**config.mk**
```make
export PLATFORM = sky130hd
export DESIGN_NAME = mult_div_unit
export DESIGN_NICKNAME = d
export VERILOG_FILES = /design/src/rtl/mult_div_unit.sv
export SDC_FILE = /design/constraint.sdc
export NUM_CORES = 1
export LEC_CHECK = 0
export CAP_MARGIN = 20
export CORE_UTILIZATION = 52
export DETAILED_ROUTE_END_ITERATION = 8
export PLACE_DENSITY_LB_ADDON = 0.25
export SYNTH_ARGS = -nofsm -noshare
export SYNTH_HDL_FRONTEND = slang
export SYNTH_SLANG_ARGS = --single-unit
```
**constraint.sdc**
```tcl
create_clock -name CLK -period 3.4 [get_ports CLK]
set_input_delay 0.34 -clock CLK [delete_from_list [all_inputs] [get_ports CLK]]
set_output_delay 0.34 -clock CLK [all_outputs]
set_load 0.05 [all_outputs]
```
**src/rtl/mult_div_unit.sv**
```systemverilog
// Iterative 8-bit multiply / divide unit with register-file write-back.
// One operation at a time: capture in IDLE, eight iterations in CALC,
// a single write-back cycle in WB, then return to IDLE. Latency is fixed
// regardless of operand values, including divide-by-zero.
module mult_div_unit (
  input  logic       CLK,
  input  logic       RST,
  input  logic       Start,
  input  logic [1:0] Op,
  input  logic [2:0] Dest,
  input  logic [7:0] OperandA,
  input  logic [7:0] OperandB,
  output logic       Busy,
  output logic       Done,
  output logic       DivZero,
  output logic       WriteEN,
  output logic [2:0] Write_Address,
  output logic [7:0] Write_Data
);

  typedef enum logic [1:0] {
    ST_IDLE = 2'b00,
    ST_CALC = 2'b01,
    ST_WB   = 2'b10
  } state_t;

  localparam logic [1:0] OP_MULLO = 2'b00;
  localparam logic [1:0] OP_MULHI = 2'b01;
  localparam logic [1:0] OP_DIV   = 2'b10;
  localparam logic [1:0] OP_MOD   = 2'b11;

  state_t      state_r;
  logic [2:0]  cnt_r;
  logic [7:0]  opa_r;
  logic [7:0]  opb_r;
  logic [1:0]  op_r;
  logic [2:0]  dest_r;
  logic [15:0] prod_r;
  logic [7:0]  rem_r;
  logic [7:0]  quo_r;
  logic        busy_r;
  logic        done_r;
  logic        div_zero_r;
  logic        wen_r;
  logic [2:0]  waddr_r;
  logic [7:0]  wdata_r;

  logic [15:0] prod_add_s;
  logic [15:0] prod_next_s;
  logic [8:0]  rem_shift_s;
  logic [7:0]  rem_next_s;
  logic [7:0]  quo_next_s;
  logic        q_bit_s;
  logic        div_zero_s;
  logic [7:0]  result_s;

  // One shift-add and one restoring-division step for the current counter value,
  // plus selection of the result that the final step would produce.
  always_comb begin
    prod_add_s  = 16'h0000;
    prod_next_s = 16'h0000;
    rem_shift_s = 9'h000;
    rem_next_s  = 8'h00;
    quo_next_s  = 8'h00;
    q_bit_s     = 1'b0;
    div_zero_s  = 1'b0;
    result_s    = 8'h00;

    // Multiplier bit cnt selects the multiplicand shifted into place.
    if (opb_r[cnt_r]) begin
      prod_add_s = {8'h00, opa_r} << cnt_r;
    end else begin
      prod_add_s = 16'h0000;
    end
    prod_next_s = prod_r + prod_add_s;

    // Bring down the next dividend bit, MSB first; subtract if the divisor fits.
    rem_shift_s = {rem_r, opa_r[3'd7 - cnt_r]};
    if (rem_shift_s >= {1'b0, opb_r}) begin
      rem_next_s = rem_shift_s[7:0] - opb_r;
      q_bit_s    = 1'b1;
    end else begin
      rem_next_s = rem_shift_s[7:0];
      q_bit_s    = 1'b0;
    end
    quo_next_s = {quo_r[6:0], q_bit_s};

    div_zero_s = op_r[1] && (opb_r == 8'h00);

    case (op_r)
      OP_MULLO: result_s = prod_next_s[7:0];
      OP_MULHI: result_s = prod_next_s[15:8];
      OP_DIV:   result_s = div_zero_s ? 8'hFF : quo_next_s;
      OP_MOD:   result_s = div_zero_s ? opa_r : rem_next_s;
      default:  result_s = 8'h00;
    endcase
  end

  // Control FSM, datapath registers and registered write-back outputs.
  always_ff @(posedge CLK or negedge RST) begin
    if (!RST) begin
      state_r    <= ST_IDLE;
      cnt_r      <= 3'd0;
      opa_r      <= 8'h00;
      opb_r      <= 8'h00;
      op_r       <= 2'b00;
      dest_r     <= 3'd0;
      prod_r     <= 16'h0000;
      rem_r      <= 8'h00;
      quo_r      <= 8'h00;
      busy_r     <= 1'b0;
      done_r     <= 1'b0;
      div_zero_r <= 1'b0;
      wen_r      <= 1'b0;
      waddr_r    <= 3'd0;
      wdata_r    <= 8'h00;
    end else begin
      case (state_r)
        ST_IDLE: begin
          done_r     <= 1'b0;
          div_zero_r <= 1'b0;
          wen_r      <= 1'b0;
          waddr_r    <= 3'd0;
          wdata_r    <= 8'h00;
          if (Start) begin
            opa_r   <= OperandA;
            opb_r   <= OperandB;
            op_r    <= Op;
            dest_r  <= Dest;
            cnt_r   <= 3'd0;
            prod_r  <= 16'h0000;
            rem_r   <= 8'h00;
            quo_r   <= 8'h00;
            busy_r  <= 1'b1;
            state_r <= ST_CALC;
          end else begin
            busy_r  <= 1'b0;
            state_r <= ST_IDLE;
          end
        end
        ST_CALC: begin
          prod_r <= prod_next_s;
          rem_r  <= rem_next_s;
          quo_r  <= quo_next_s;
          busy_r <= 1'b1;
          if (cnt_r == 3'd7) begin
            // Last step: present the result during the WB cycle.
            wen_r      <= 1'b1;
            done_r     <= 1'b1;
            div_zero_r <= div_zero_s;
            waddr_r    <= dest_r;
            wdata_r    <= result_s;
            state_r    <= ST_WB;
          end else begin
            cnt_r   <= cnt_r + 3'd1;
            state_r <= ST_CALC;
          end
        end
        ST_WB: begin
          wen_r      <= 1'b0;
          done_r     <= 1'b0;
          div_zero_r <= 1'b0;
          waddr_r    <= 3'd0;
          wdata_r    <= 8'h00;
          busy_r     <= 1'b0;
          cnt_r      <= 3'd0;
          state_r    <= ST_IDLE;
        end
        default: begin
          wen_r      <= 1'b0;
          done_r     <= 1'b0;
          div_zero_r <= 1'b0;
          waddr_r    <= 3'd0;
          wdata_r    <= 8'h00;
          busy_r     <= 1'b0;
          cnt_r      <= 3'd0;
          state_r    <= ST_IDLE;
        end
      endcase
    end
  end

  assign Busy          = busy_r;
  assign Done          = done_r;
  assign DivZero       = div_zero_r;
  assign WriteEN       = wen_r;
  assign Write_Address = waddr_r;
  assign Write_Data    = wdata_r;

endmodule

```
==> summary.md <==
| Metric | Value |
|---|---|
| Outcome | `finished with violations` |
| Violated checks | `hold timing` |
| Critical path endpoint | `Write_Data[1]` |
| Placed cell count | `660` |
| Crit Path Max Fanout | `5` |
| Mapped Nets | `approximately 560` |
| Max-slew headroom | `0.552` |
| Synth Area in Compound Gates | `0.205` |
| Worst hold margin | `-0.0254 ns` |
| Initial antenna violation count | `0` |
| Vias per cell | `just over 6` |
| CP startpoint | `cnt_r[0]` |
| Overflow left after global routing | `0` |
| Yosys warns | `0` |
| CTS tree | `yes` |
| Routed len/inst | `about 19 um` |
| Highest clock rate | `0.303 GHz` |
| Ports | `39` |
| Hold Buf Count CTS | `0` |
| Hold Crit Class | `in2async` |
| Layout cells sized above 1 | `0.227` |
| Number of library cell types mapped by synthesis | `63` |
| EDFF count, synth | `0` |
| Clk pin slew, worst setup/hold paths | `~0.08 ns` |
| Die Y | `between 90 and 100 um` |
| DRT Wirelength | `about 13,000 um` |
| Mapped Avg Cell Area | `just over 9 um^2` |
| XOR/XNOR Fraction of Synth Area | `0.0382` |
| Required @ worst endpoint | `3.63 ns` |
| Register area share after synthesis | `0.387` |
| CP endpoint kind | `flop` |
| Post-route DRC | `0` |
| Routed Antenna Nets | `0` |
| Hold Violations, Final | `17` |
| Non-filler cells, final | `687` |
| Drt first pass iters | `6` |
| Initial core utilization | `0.548` |
| Multi-input gate area | `between 2000 and 3000 um^2` |
| Worst r2r src | `cnt_r[0]` |
| Port bufs | `38` |
| Crit start category | `flop` |
| Reg area | `1780 um^2` |
| CTS sink cnt | `71` |
| Die Area | `9210 um^2` |
| Yosys top cell by area | `dfrtp_1` |
| First-pass GRT wire length | `20,800 um` |
| Worst Reg-to-Reg Cells | `14` |
| Longest Clk Path Bufs | `2` |
| Initial drt markers | `between 300 and 400` |
| GRT Util Overall | `0.305` |
| Kind of critical path | `reg2reg` |
| Simple-gate share of the synthesized area | `0.150` |
| CTS root buf | `clkbuf_8` |
| Actual slew at the worst max-slew pin | `between 0.6 and 0.7 ns` |
| Mapped Cells | `505` |
| RSZ-0062 raised after global routing | `true` |
| Num CTS Buffers | `9` |
| Arr. time, crit path | `~3.5 ns` |
| Period utilisation layout | `0.970` |
| Nets | `about 630` |
| Most used flip-flop cell after synthesis | `dfrtp_1` |
| H-Tree Depth | `3` |
| Min Clock Period, post-route | `roughly 3.3 ns` |
| Reg-to-Reg End | `Write_Data[1]` |
| Final design area excluding fillers | `approximately 5700 um^2` |
| Gpl congestion | `slightly below 1` |
| Post-synthesis register bit count | `71` |
| Reg-to-reg slack, setup | `0.10 ns` |
| DP Area | `5250 um^2` |
| Core ar. | `8380 um^2` |
| MaxCap Viol Count | `0` |
| Area share of the largest cell type after synthesis | `0.387` |
| Area growth, synth to finish | `24.9%` |
| Layout Skew | `0.0138 ns` |
| Vias | `4,220` |
| Largest net degree at the start of global routing | `approximately 50` |
| Chip Width | `between 90 and 100 um` |
| Post-DP HPWL | `9360 um` |
| Final Max Slew Viols | `0` |
| Number of diodes | `0` |
| Largest cells by area after synthesis | `dfrtp_1 (39%), ha_1 (7.1%), o21ai_0 (5.3%)` |
| Row count | `33` |
| Vias in the first global route | `4,046` |
| Main combinational cell family by area after synthesis | `compound AO/OA/AOI/OAI gates` |
| Skew-Pair Late Insertion Delay | `about 0.36 ns` |
| Mux share of post-synthesis cell area | `0.0929` |
| Mapped Area | `between 4000 and 5000 um^2` |
| Setup TNS Final | `0 ns` |
| Fillers | `660` |
| Endpoints failing setup | `0` |
| Post-synth ARST share | `1.00` |
| Adder-cell share of the synthesized area | `0.0796` |
-- registers in the layout (all words and copies together), names as in the netlist, 2 cells and up --
register,count
Write_Data,8
rem_r,8
Write_Address,3
opa_r,8
quo_r,7
opb_r,8
op_r,2
prod_r,16
state_r,2
dest_r,3
cnt_r,3
-- layout by cell type, fill, tap and decap left out, drive strengths merged, types with 3 or more instances in the layout --
| cell | Yosys | layout |
|---|---|---|
| a2111oi | 3 | 3 |
| a211oi | 9 | 9 |
| a21o | 5 | 5 |
| a21oi | 31 | 31 |
| a221o | 4 | 4 |
| a221oi | 3 | 3 |
| a22o | 4 | 4 |
| a31oi | 5 | 5 |
| buf | 6 | 50 |
| clkbuf | 20 | 11 |
| clkdlybuf4s50 | 0 | 37 |
| clkinv | 0 | 4 |
| dfrtp | 71 | 71 |
| ha | 26 | 26 |
| inv | 20 | 20 |
| mux2 | 17 | 17 |
| mux2i | 19 | 19 |
| nand2 | 63 | 63 |
| nand2b | 9 | 9 |
| nand3 | 8 | 8 |
| nand4 | 3 | 3 |
| nor2 | 50 | 50 |
| nor3 | 7 | 7 |
| o211ai | 5 | 5 |
| o21ai | 51 | 51 |
| o22ai | 9 | 9 |
| o31ai | 3 | 3 |
| xnor2 | 8 | 8 |
| xor2 | 12 | 12 |
-- repair_timing --
action	CTS	global route
setup buffers	1	10
resized for setup	7	42
gates cloned	0	0
setup endpoints to repair	7	11
pin swaps	3	20
-- metal layers --
metal,global-route usage,up-vias,routed length [um]
li1,-,1951,-
met1,0.432,2068,5850
met2,0.465,173,5960
met3,0.0490,28,750
met4,0.124,0,399
met5,0,-,0
-- cell usage after synthesis (4+ instances only) --
master / count
dfrtp_1: 71
nand2b_1: 9
a21o_1: 5
nor3_1: 7
a21oi_1: 29
clkbuf_1: 17
ha_1: 26
a221o_1: 4
inv_1: 20
o21ai_0: 49
xnor2_1: 8
o211ai_1: 4
nor2_1: 49
a211oi_1: 8
a31oi_1: 5
xor2_1: 12
a22o_1: 4
o22ai_1: 9
mux2i_1: 19
nand2_1: 62
nand3_1: 8
mux2_2: 17
-- cell type report --
cell class,count,share of cell area
clock buffers,11,0.0247
clock inverters,5,0.0100
inverters,20,0.0131
multi-input cells,388,0.486
flip-flops and latches,71,0.310
well taps,105,0.0229
repair buffers,87,0.133
-- through the flow --
step | utilization | worst slack [ns] | hold WS (ns)
3_5_place_dp | 0.626 | -0.155 | 0.391
3_3_place_gp | 0.626 | -0.0625 | 0.383
5_1_grt | 0.684 | -0.0576 | 0.0265
2_1_floorplan | - | 0.0647 | 0.0444
4_1_cts | 0.653 | 0.0180 | 0.0114
6_report | 0.684 | 0.103 | -0.0254
-- worst min-delay path by stage --
| stage | startpoint | to | slack [ns] | cells past startpoint |
|---|---|---|---|---|
| final | RST | opb_r[7] | -0.03 | 1 |
| after global routing | RST | opb_r[7] | 0.03 | 1 |
| after CTS | RST | opb_r[7] | 0.01 | 1 |
| after detailed placement | RST | opb_r[7] | 0.39 | 1 |
| after global placement | RST | opb_r[7] | 0.38 | 1 |
| after floorplan | RST | Busy | 0.04 | 0 |
-- cell families (layout without fill, tap and decap cells) --
group                      Yosys count  in the layout
and+or+nand+nor                    156            156
AOI/OAI and AO/OA                  146            146
DFF                                 71             71
adders and majority gates           28             28
buffers and inverters               46            123
muxes                               38             38
xor gates and xnor gates            20             20
-- worst max-delay path: stages, from the launching register on --
cell and delay (ns):
dfrtp_2 0.45, buf_6 0.13, mux4_2 0.33, nand2_2 0.06, and2_4 0.16, buf_6 0.12, a211oi_4 0.31, ha_4 0.27
o211ai_1 0.21, nor2_1 0.10, a221oi_2 0.34, xor2_1 0.29, nor3_2 0.08, a221oi_1 0.20, o31ai_1 0.11
Power is left out: the tool's default activity adds up to more than one toggle a clock period on the data nets, which glitch-free logic cannot reach.
